--- src/rtl/cby_param_ccff_if.sv ---
`default_nettype none
// ============================================================================
// Module   : cby_param_ccff_if
// Purpose  : Signal bundle for the Y-direction connection block. It carries
//            the routing tracks, the serial configuration chain controls and
//            the grid input pin drives.
// Revision : 1.0 - initial release
// ============================================================================
interface cby_param_ccff_if #(
   parameter int CHAN_W   = 13,
   parameter int NUM_IPIN = 11
);
   logic [CHAN_W-1:0]   chany_bottom_in;
   logic [CHAN_W-1:0]   chany_top_in;
   logic [CHAN_W-1:0]   chany_bottom_out;
   logic [CHAN_W-1:0]   chany_top_out;
   logic                config_enable;
   logic                ccff_head;
   logic                ccff_tail;
   logic                cfg_commit;
   logic                cfg_loaded;
   logic                cfg_error;
   logic [NUM_IPIN-1:0] ipin_out;

   // Fabric / configuration controller side
   modport master (
      output chany_bottom_in, chany_top_in, config_enable, ccff_head, cfg_commit,
      input  chany_bottom_out, chany_top_out, ccff_tail, cfg_loaded, cfg_error, ipin_out
   );

   // Connection block side
   modport slave (
      input  chany_bottom_in, chany_top_in, config_enable, ccff_head, cfg_commit,
      output chany_bottom_out, chany_top_out, ccff_tail, cfg_loaded, cfg_error, ipin_out
   );
endinterface
`default_nettype wire

--- src/rtl/cby_param_ccff.sv ---
`default_nettype none
// ============================================================================
// Module   : cby_param_ccff
// Purpose  : Parametrised Y-direction connection block. Vertical tracks pass
//            straight through; each grid input pin is driven by a MUX_SIZE
//            input routing mux whose select is loaded over a double-buffered
//            serial configuration chain. Pins below ceil(NUM_IPIN/2) feed
//            the right grid, the remainder feed the left grid.
// Revision : 1.0 - initial release
// ============================================================================
module cby_param_ccff #(
   parameter int CHAN_W   = 13,
   parameter int NUM_IPIN = 11,
   parameter int MUX_SIZE = 6,
   parameter int SEL_W    = 3
) (
   input  logic             prog_clk,
   input  logic             pReset,
   cby_param_ccff_if.slave  bus
);

   localparam int TOTAL  = NUM_IPIN * SEL_W;
   localparam int HALF   = MUX_SIZE / 2;
   localparam int STRIDE = CHAN_W / HALF;
   localparam int CW     = $clog2(TOTAL + 2);

   // Reject geometries where a select cannot address every mux input
   if ((MUX_SIZE % 2) != 0 || MUX_SIZE < 2 || (1 << SEL_W) <= MUX_SIZE) begin : g_param_check
      $error("cby_param_ccff: MUX_SIZE must be even, >= 2 and below 2**SEL_W");
   end

   logic [TOTAL-1:0]    r_shift_reg;
   logic [TOTAL-1:0]    r_active_sel;
   logic [CW-1:0]       r_bit_cnt;
   logic                r_cfg_loaded;
   logic                r_cfg_error;
   logic                w_frame_ok;
   logic [NUM_IPIN-1:0] w_ipin;

   // A commit only succeeds when exactly one full frame has been shifted in
   assign w_frame_ok = (r_bit_cnt == CW'(TOTAL));

   // Shadow chain: shifts on config_enable unless a commit claims the cycle
   always_ff @(posedge prog_clk or posedge pReset) begin
      if (pReset) begin
         r_shift_reg <= '0;
      end else if (!bus.cfg_commit && bus.config_enable) begin
         r_shift_reg <= {r_shift_reg[TOTAL-2:0], bus.ccff_head};
      end
   end

   // Frame length counter: saturates one past TOTAL so overshift is remembered
   always_ff @(posedge prog_clk or posedge pReset) begin
      if (pReset) begin
         r_bit_cnt <= '0;
      end else if (bus.cfg_commit) begin
         r_bit_cnt <= '0;
      end else if (bus.config_enable && (r_bit_cnt != CW'(TOTAL + 1))) begin
         r_bit_cnt <= r_bit_cnt + CW'(1);
      end
   end

   // Active selects and sticky status flags update only on a commit request
   always_ff @(posedge prog_clk or posedge pReset) begin
      if (pReset) begin
         r_active_sel <= '0;
         r_cfg_loaded <= 1'b0;
         r_cfg_error  <= 1'b0;
      end else if (bus.cfg_commit) begin
         if (w_frame_ok) begin
            r_active_sel <= r_shift_reg;
            r_cfg_loaded <= 1'b1;
         end else begin
            r_cfg_error  <= 1'b1;
         end
      end
   end

   // Per-pin routing mux; tap j reaches track (k + j*STRIDE) mod CHAN_W,
   // offering the bottom then the top copy of that track
   for (genvar k = 0; k < NUM_IPIN; k++) begin : g_pin
      logic [MUX_SIZE-1:0] w_mux_in;
      logic [SEL_W-1:0]    w_sel;
      logic                w_pin;

      assign w_sel = r_active_sel[k*SEL_W +: SEL_W];

      for (genvar j = 0; j < HALF; j++) begin : g_tap
         localparam int TRACK = (k + j * STRIDE) % CHAN_W;
         assign w_mux_in[2*j]   = bus.chany_bottom_in[TRACK];
         assign w_mux_in[2*j+1] = bus.chany_top_in[TRACK];
      end

      // Select 0 and out-of-range selects leave the pin disconnected (0)
      always_comb begin
         w_pin = 1'b0;
         for (int v = 1; v <= MUX_SIZE; v++) begin
            if (w_sel == SEL_W'(v)) begin
               w_pin = w_mux_in[v-1];
            end
         end
      end

      assign w_ipin[k] = w_pin;
   end

   assign bus.ipin_out         = w_ipin;
   assign bus.chany_bottom_out = bus.chany_top_in;
   assign bus.chany_top_out    = bus.chany_bottom_in;
   assign bus.ccff_tail        = r_shift_reg[TOTAL-1];
   assign bus.cfg_loaded       = r_cfg_loaded;
   assign bus.cfg_error        = r_cfg_error;

endmodule
`default_nettype wire

--- src/flat_wrapper.sv ---
// flat-port wrapper written by rule: the top's interface ports become plain ports
module cby_param_ccff_flat 
#(
   parameter int CHAN_W   = 13,
   parameter int NUM_IPIN = 11,
   parameter int MUX_SIZE = 6,
   parameter int SEL_W    = 3
)
  (prog_clk, pReset, bus_chany_bottom_in, bus_chany_top_in, bus_config_enable, bus_ccff_head, bus_cfg_commit, bus_chany_bottom_out, bus_chany_top_out, bus_ccff_tail, bus_cfg_loaded, bus_cfg_error, bus_ipin_out);
  cby_param_ccff_if #(.CHAN_W(CHAN_W), .NUM_IPIN(NUM_IPIN)) bus_i ();
  input  logic prog_clk;
  input  logic pReset;
  input wire logic [$bits(bus_i.chany_bottom_in)-1:0] bus_chany_bottom_in;
  input wire logic [$bits(bus_i.chany_top_in)-1:0] bus_chany_top_in;
  input wire logic [$bits(bus_i.config_enable)-1:0] bus_config_enable;
  input wire logic [$bits(bus_i.ccff_head)-1:0] bus_ccff_head;
  input wire logic [$bits(bus_i.cfg_commit)-1:0] bus_cfg_commit;
  output wire logic [$bits(bus_i.chany_bottom_out)-1:0] bus_chany_bottom_out;
  output wire logic [$bits(bus_i.chany_top_out)-1:0] bus_chany_top_out;
  output wire logic [$bits(bus_i.ccff_tail)-1:0] bus_ccff_tail;
  output wire logic [$bits(bus_i.cfg_loaded)-1:0] bus_cfg_loaded;
  output wire logic [$bits(bus_i.cfg_error)-1:0] bus_cfg_error;
  output wire logic [$bits(bus_i.ipin_out)-1:0] bus_ipin_out;
  assign bus_i.chany_bottom_in = bus_chany_bottom_in;
  assign bus_i.chany_top_in = bus_chany_top_in;
  assign bus_i.config_enable = bus_config_enable;
  assign bus_i.ccff_head = bus_ccff_head;
  assign bus_i.cfg_commit = bus_cfg_commit;
  assign bus_chany_bottom_out = bus_i.chany_bottom_out;
  assign bus_chany_top_out = bus_i.chany_top_out;
  assign bus_ccff_tail = bus_i.ccff_tail;
  assign bus_cfg_loaded = bus_i.cfg_loaded;
  assign bus_cfg_error = bus_i.cfg_error;
  assign bus_ipin_out = bus_i.ipin_out;
  cby_param_ccff #(.CHAN_W(CHAN_W), .NUM_IPIN(NUM_IPIN), .MUX_SIZE(MUX_SIZE), .SEL_W(SEL_W)) u_core (.prog_clk(prog_clk), .pReset(pReset), .bus(bus_i));
endmodule
--- config.mk ---
export PLATFORM = sky130hd
export DESIGN_NAME = cby_param_ccff_flat
export DESIGN_NICKNAME = d
export VERILOG_FILES = /design/src/rtl/cby_param_ccff_if.sv /design/src/rtl/cby_param_ccff.sv /design/src/flat_wrapper.sv
export SDC_FILE = /design/constraint.sdc
export NUM_CORES = 1
export LEC_CHECK = 0
export CAP_MARGIN = 15
export CORE_MARGIN = 2
export CORE_UTILIZATION = 40
export CTS_CLUSTER_SIZE = 40
export DETAILED_ROUTE_END_ITERATION = 10
export GPL_TIMING_DRIVEN = 0
export PLACE_DENSITY = 0.68
export SYNTH_ARGS = -nofsm -noshare
export SYNTH_HDL_FRONTEND = slang
export SYNTH_SLANG_ARGS = --single-unit
--- constraint.sdc ---
create_clock -name prog_clk -period 3.7 [get_ports prog_clk]
set_input_delay 0.555 -clock prog_clk [delete_from_list [all_inputs] [get_ports prog_clk]]
set_output_delay 0.555 -clock prog_clk [all_outputs]
set_load 0.05 [all_outputs]
== Yosys cells after proc, flatten, opt, wreduce, memory -nomap -nowiden ==
Cells that the tools add are included.

* $add $sub $neg: 1
* Multiply operators: 0
* Divide/modulo/power cells: 0
* $lt $le $gt $ge: 0
* Equal/unequal tests: 68
* Shift-type cells: 0
* Mux-type cells: 68
* Bitwise logic cells: 1
* Reduce and logical (&&, ||, !) cells: 6

{| class="wikitable"
|+ Operators by type and width
! kind !! number
|-
| 3-bit equality test (second input constant) || 33
|-
| 3-bit by 2-bit equality test with 1-bit output (second input constant) || 22
|-
| 1-bit 2-to-1 mux || 66
|-
| 3-bit by 1-bit equality test with 1-bit output (second input constant) || 11
|-
| 6-bit 2-to-1 mux || 2
|-
| 6-bit by 1-bit adder with 6-bit output (second input constant) || 1
|-
| 6-bit equality test (second input constant) || 1
|-
| 6-bit inequality test (second input constant) || 1
|-
| 2-bit AND reduction || 2
|-
| 1-bit logical AND || 2
|-
| 2-bit nonzero test || 1
|-
| 1-bit logical NOT || 1
|-
| 1-bit inverter || 1
|}

* Flip-flop bits (word level): 74
* Bits in latches: 0
* RAM bits: 0
* Bits in read-only memories: 0
* Input bits: 31
* Output and inout port bits: 40
* Logic and storage cells: 149
* Memories: 0

== Depth between registers and ports, before layout ==
Gate-level depths: netlist of run 1.

* Depth after elaboration: 7
* Mapped depth: 6
* Mapped depth without buffers: 5

== Least setup slack after synthesis of run 1 ==
Ideal clock, no wire load.

* Path kind: input -> output
* Start: in bus_chany_bottom_in[8]
* End: out bus_ipin_out[0]
* Arrival time: 1.279 ns
* Data required time: 3.145 ns
* Setup slack: 1.866 ns
* Stages on the path: 4
* Buffers on the path: 1
* Path through: mux2i_1 -> mux4_2 -> inv_1 -> buf_4

* Word-level cells in the longest chain between the ends: 2

{| class="wikitable"
|+ RTL lines
! item !! line !! text
|-
| start: declaration || flat_wrapper.sv:13 || <nowiki>input wire logic [$bits(bus_i.chany_bottom_in)-1:0] bus_chany_bottom_in;</nowiki>
|-
| 1-bit 2-to-1 mux (2 in series) || cby_param_ccff.sv:98 || <nowiki>if (w_sel == SEL_W'(v)) begin</nowiki>
|-
| end: declaration || flat_wrapper.sv:23 || <nowiki>output wire logic [$bits(bus_i.ipin_out)-1:0] bus_ipin_out;</nowiki>
|}

No other way between the ends.

== Worst setup path after layout of run 1 ==
* Start: in bus_chany_bottom_in[4]
* End: out bus_ipin_out[9]

Same word-level chain as after synthesis.

==> metrics.md, run 1 <==
| Metric | Value |
|---|---|
| Global-route usage over all layers | 15.3% |
| Post-Syn Area per Cell | 13.6 um^2 |
| Global-route wire length before repair | 12,900 um |
| Maximum clock rate | 307 MHz |
| Port bufs | 69 |
| Max_cap viols | 0 |
| Critical Path Fanout Max | 4 |
| WP buf/inv | 4 |
| Synth top area share | 46.7% |
| Die Span Y | 104 um |
| Share of cells above drive strength 1 | 37.6% |
| Grt ovf | 0 |
| Initial antenna violation count | 0 |
| Post-synth top cells | dfrtp_1 (74), buf_4 (37), mux2_2 (37), mux2_4 (29), mux2i_1 (22) |
| Max_slew headroom | 64.6% |
| Remaining DRCs | 0 |
| Depth of the worst register-to-register path | 4 |
| Detailed placer's ending HPWL | 5790 um |
| Leading area contributor after synthesis | dfrtp_1 |
| EDFF count, synth | 0 |
| Fin crit share | 88.0% |
| Min Tclk post-route | 3.26 ns |
| Root Buffer | clkbuf_8 |
| Crit path max-delay cell type | clkdlybuf4s50_1 |
| Vias per cell | 4.65 |
| WP data required | 3.14 ns |
| Yosys reg bits | 74 |
| Die area | 10,700 um^2 |
| Setup TNS | 0 ns |
| Routability Congestion | 0.816 |
| PostCTS Resize Cnt | 0 |
| Syn_nets | 326 |
| Critical path class | in2out |
| Clk buf depth | 2 |
| R2R setup slack | 1.98 ns |
| CTS tree | done |
| Routed WL per cell | 14.9 um |
| Hold Crit Class | in2async |
| FF-to-FF Start | u_core.r_bit_cnt[2] |
| Post-synthesis async set-or-reset flop share | 100% |
| ANT cells | 0 |
| CTS sink cnt | 74 |
| Synth Cell Area | 3960 um^2 |
| Final hold violation count | 0 |
| CTS hold repair buffers | 0 |
| Initial core utilization | 40.9% |
| DRT iter0 DRCs | 41 |
| Worst path max stage delay | 0.79 ns |
| Final nets | 407 |
| Setup Viol. Count Final | 0 |
| Arrival time of the worst setup path | 2.70 ns |
| Final wirelength | 7620 um |
| Peak supply drop | 189 uV |
| Critical path's most frequent cell | clkdlybuf4s50_1 |
| Routed Antenna Nets | 0 |
| Nature of the critical path startpoint | input port |
| PD cells | 380 nW/um^2 |
| Ys Warns | 0 |
| Chip Width | 104 um |
| RSZ-0062 raised after global routing | false |
| Final Core Density | 52.3% |
| Actual slew at the worst max-slew pin | 0.529 ns |
| Distinct cells, synth | 31 |
| Worst Skew | 0.00923 ns |
| Initial DRT Pass Iterations | 4 |
| Leakage | 2.31 nW |
| Htree depth | 3 |
| Worst-path cell chain | clkdlybuf4s50_1, mux2i_1, mux4_2, inv_1, buf_4, clkdlybuf4s50_1 |
| Worst r2r dst | u_core.r_active_sel[9] |
| Dpl cell area | 4850 um^2 |
| Vias in the first global route | 2,542 |
| Sequential fraction of the synthesis area | 46.7% |
| Count of pins over their slew limit | 0 |
| I/O Pins | 71 |
| Total CTS buffers | 9 |
| Main flop type after synthesis | dfrtp_1 |
| CORE AREA | 9680 um^2 |
| Mapped Cells | 292 |
| Area contributors post-synth | dfrtp_1 (47%), mux2_4 (11%), mux2_2 (11%) |
| Run status | finished, final reports clean |
| Post-CTS setup buffer count | 0 |
| Final instance area | 5070 um^2 |
| Top delay family on crit path | buffers and inverters |
| Clk pin slew, worst setup/hold paths | 0.07 ns |
| Routed vias | 2,378 |
| Critical Path Sink Type | output port |
| P&R area growth vs syn | 27.9% |
| Worst-Skew Late Latency | 0.35 ns |
| FP Rows | 36 |
| Largest net degree at the start of global routing | 63 |
| Filler cells | 843 |
| Most numerous cell in the Yosys netlist | dfrtp_1 |
[how the worst max path moves through the flow]
stage	start	to	slack [ns]	cells past startpoint
after floorplan	pReset	u_core.bus.cfg_error	1.26	1
after global placement	pReset	u_core.r_active_sel[2]	0.07	2
after detailed placement	bus_chany_bottom_in[4]	bus_ipin_out[9]	0.43	6
after CTS	bus_chany_bottom_in[4]	bus_ipin_out[9]	0.42	6
after global routing	bus_chany_bottom_in[4]	bus_ipin_out[9]	0.36	6
final	bus_chany_bottom_in[4]	bus_ipin_out[9]	0.44	6
[kinds of logic (layout without fill, tap and decap cells)]
logic type | count (synthesis) | after routing | share of synthesized area, %
DFF | 74 | 74 | 46.7
AOI/OAI and AO/OA | 9 | 9 | 1.67
buffers and inverters | 60 | 146 | 10.5
muxes | 99 | 99 | 33.3
and+or+nand+nor | 45 | 45 | 6.35
adders and majority gates | 3 | 3 | 0.947
xor gates and xnor gates | 2 | 2 | 0.442
[area by class of cell]
cell class	instances	area (um^2)	share of cell area [%]
multi-input combinational	158	1690	33.4
clock inverter	5	77.6	1.53
sequential	74	1850	36.5
buffer	46	365	7.21
inverter	14	55.1	1.09
clock buffer	11	141	2.79
timing repair buffer	70	718	14.2
tap	133	166	3.28
[per-layer routing]
layer	share of wire, %	GRT usage (%)
met3	2.9	4.78
met1	45	18.8
met4	1.2	4.63
met5	0	0
met2	51	25.7
[per-stage QoR]
| stage | worst slack, ns | power [W] | std cells | hold slack (ns) |
|---|---|---|---|---|
| global placement | 0.0658 | 0.00125 | 494 | 0.442 |
| detailed placement | 0.430 | 0.00126 | 495 | 0.450 |
| global route | 0.358 | 0.00202 | 511 | 0.465 |
| CTS | 0.415 | 0.00195 | 511 | 0.462 |
| floorplan | 1.26 | 0.00114 | 292 | 0.489 |
| finish | 0.443 | 0.00192 | 511 | 0.466 |
[worst register-to-register path, delay by kind of cell, from the launching register on]
family | cells | cell delay (ns)
AND/OR/NAND/NOR | 2 | 0.68
buffers and inverters | 1 | 0.18
multiplexers | 1 | 0.31
flip-flops | 1 | 0.44
[power breakdown]
| group | internal (W) | switching (W) |
|---|---|---|
| Sequential | 0.000890 | 0.0000634 |
| Clock | 0.000396 | 0.000288 |
| Combinational | 0.000152 | 0.000135 |
| Total | 0.00144 | 0.000486 |
[layout by cell type, fill, tap and decap left out, drive strengths merged, types with 2 or more instances in the layout]
cell / count
dfrtp: 74
clkdlybuf4s50: 69
mux2: 66
buf: 45
mux2i: 22
nand2: 15
inv: 14
nand2b: 13
clkbuf: 13
mux4: 11
nor2: 5
nand3: 4
ha: 3
nand4: 2
a21oi: 2
o311ai: 2
xor2: 2
clkinv: 2
bufinv: 2
or3: 2
(Power assumes the default switching activity.)
==> inputs of run 2 (changes only) <==
--- a/config.mk
+++ b/config.mk
@@ -10,7 +10,6 @@
 export CORE_UTILIZATION = 40
 export CTS_CLUSTER_SIZE = 40
 export DETAILED_ROUTE_END_ITERATION = 10
-export GPL_TIMING_DRIVEN = 0
 export PLACE_DENSITY = 0.68
 export SYNTH_ARGS = -nofsm -noshare
 export SYNTH_HDL_FRONTEND = slang
==> run 2 against run 1 <==
Net effect: critical path depth shrank 1; design area shrank 6.6%; global-route usage shrank 0.053 points; utilization shrank 3.5 points; via count shrank 4.5%; total power grew 2.3%; critical path type unchanged; largest cell class unchanged; highest routed layer unchanged.
==> metrics.md, run 2 (synthesis gave the netlist of run 1 again) <==
| Metric | Value |
|---|---|
| ANT cells | 0 |
| RSZ-0062 raised after global routing | false |
| Routed vias | 2,271 |
| Chip Width | 104 um |
| Depth of the worst register-to-register path | 3 |
| DRT iter0 DRCs | 91 |
| Final hold violation count | 0 |
| FP Rows | 36 |
| Max_cap viols | 0 |
| R2R setup slack | 1.64 ns |
| Clk pin slew, worst setup/hold paths | 0.07 ns |
| Hold Crit Class | reg2reg |
| Actual slew at the worst max-slew pin | 0.782 ns |
| Fin crit share | 86.8% |
| HP Start | u_core.bus.cfg_error |
| Initial DRT Pass Iterations | 4 |
| Final Core Density | 48.9% |
| Final wirelength | 7610 um |
| Routability Congestion | 0.780 |
| Post-CTS setup buffer count | 0 |
| Hold depth | 1 |
| Port bufs | 70 |
| PostCTS Resize Cnt | 0 |
| Clock power share | 37.9% |
| Global-route wire length before repair | 12,700 um |
| Clk buf depth | 2 |
| Pint | 0.00149 W |
| Share of cells above drive strength 1 | 29.7% |
| Vias per cell | 4.87 |
| Die Span Y | 104 um |
| Nature of the critical path startpoint | input port |
| NetSw | 0.000484 W |
| Setup TNS | 0 ns |
| Commonest non-fill, non-tap cell in the layout | dfrtp_1 |
| PD cells | 416 nW/um^2 |
| Comb power frac | 13.5% |
| WP data required | 3.14 ns |
| Count of pins over their slew limit | 0 |
| Worst-Skew Late Latency | 0.34 ns |
| Critical Path Fanout Max | 4 |
| CTS hold repair buffers | 0 |
| Min Tclk post-route | 3.21 ns |
| P&R area growth vs syn | 19.4% |
| Htree depth | 3 |
| Detailed placer's ending HPWL | 5630 um |
| Root Buffer | clkbuf_8 |
| Grt ovf | 0 |
| Largest net degree at the start of global routing | 41 |
| Max_slew headroom | 47.8% |
| Routed Antenna Nets | 0 |
| Routed WL per cell | 16.3 um |
| Maximum clock rate | 311 MHz |
| CTS tree | done |
| Critical path class | in2out |
| Critical Path Sink Type | output port |
| Commonest non-fill, non-tap cells in the layout | dfrtp_1 (74), clkdlybuf4s50_1 (70), mux2_2 (37), mux2_4 (29), mux2i_1 (22) |
| Sw frac | 24.6% |
| FF-to-FF Start | u_core.r_bit_cnt[2] |
| Leakage | 2.09 nW |
| Initial core utilization | 40.9% |
| Worst Skew | 0.0109 ns |
| Total CTS buffers | 9 |
| Setup Viol. Count Final | 0 |
| Final nets | 363 |
| Die area | 10,700 um^2 |
| I/O Pins | 71 |
| Vias in the first global route | 2,393 |
| Sequential share of power | 48.6% |
| Peak supply drop | 263 uV |
| CP startpoint | bus_chany_bottom_in[9] |
| CTS sink cnt | 74 |
| Initial antenna violation count | 0 |
| Arrival time of the worst setup path | 2.66 ns |
| Remaining DRCs | 0 |
| Global-route usage over all layers | 15.2% |
| CORE AREA | 9680 um^2 |
| Run status | finished, final reports clean |
==> run 2: cell types whose count changed in the layout (fill, tap and decap cells not counted), sizes merged <==
cell | before | now
buf | 45 | 2
bufinv | 2 | 3
clkbuf | 13 | 10
clkdlybuf4s50 | 69 | 70
clkinv | 2 | 1
==> run 2: metrics by stage <==
stage | setup slack, ns | cells | hold slack, ns | cell area (um^2) | power [W]
3_3_place_gp | 0.457 | 451 | 0.439 | 4490 | 0.00123
4_1_cts | 0.478 | 466 | 0.468 | 4730 | 0.00200
5_1_grt | 0.468 | 466 | 0.474 | 4730 | 0.00206
3_5_place_dp | 0.483 | 451 | 0.446 | 4490 | 0.00124
2_1_floorplan | 1.26 | 292 | 0.489 | 3960 | 0.00114
6_report | 0.489 | 466 | 0.465 | 4730 | 0.00197
==> run 2: layout make-up <==
cell class | instances | area (um^2)
Clock buffer | 10 | 138
Clock inverter | 5 | 103
Fill cell | 870 | 4950
Inverter | 14 | 52.6
Multi-Input combinational cell | 158 | 1690
Sequential cell | 74 | 1850
Tap cell | 133 | 166
Timing Repair Buffer | 72 | 728
==> run 2: path summary, 6_finish.rpt <==
check                                           to
setup reg to reg           u_core.r_active_sel[29]
hold reg to reg               u_core.bus.cfg_error
hold / removal                u_core.bus.cfg_error
min in group asynchronous   u_core.r_shift_reg[22]
max in group asynchronous   u_core.r_shift_reg[29]
setup / recovery                   bus_ipin_out[9]
==> run 2: routing by layer <==
layer	vias to the layer above	GRT usage, %	wire length [um]
met2	40	26.7	4090
met4	0	4.73	121
met5	-	0	0
met1	1159	18.0	3120
li1	1065	-	-
met3	7	4.53	273
==> run 2: power groups by stage <==
| stage | clock, W | combinational, W | sequential [W] |
|---|---|---|---|
| final | 0.000747 | 0.000265 | 0.000957 |
| after global placement | 0 | 0.000263 | 0.000970 |
| after global routing | 0.000805 | 0.000284 | 0.000967 |
| after floorplan | 0 | 0.000195 | 0.000945 |
| after CTS | 0.000769 | 0.000269 | 0.000957 |
| after detailed placement | 0 | 0.000269 | 0.000972 |
==> run 2: worst max-delay path: stages <==
cell	delay (ns)
clkdlybuf4s50_1	0.62
mux2i_1	0.14
mux4_2	0.47
inv_1	0.06
clkdlybuf4s50_1	0.80
==> inputs of run 3 (changes only) <==
--- a/config.mk
+++ b/config.mk
@@ -11,6 +11,7 @@
 export CTS_CLUSTER_SIZE = 40
 export DETAILED_ROUTE_END_ITERATION = 10
 export PLACE_DENSITY = 0.68
+export SLEW_MARGIN = 10
 export SYNTH_ARGS = -nofsm -noshare
 export SYNTH_HDL_FRONTEND = slang
 export SYNTH_SLANG_ARGS = --single-unit
==> results of run 3 <==
Final layout, timing and power as in run 2 (identical DEF).
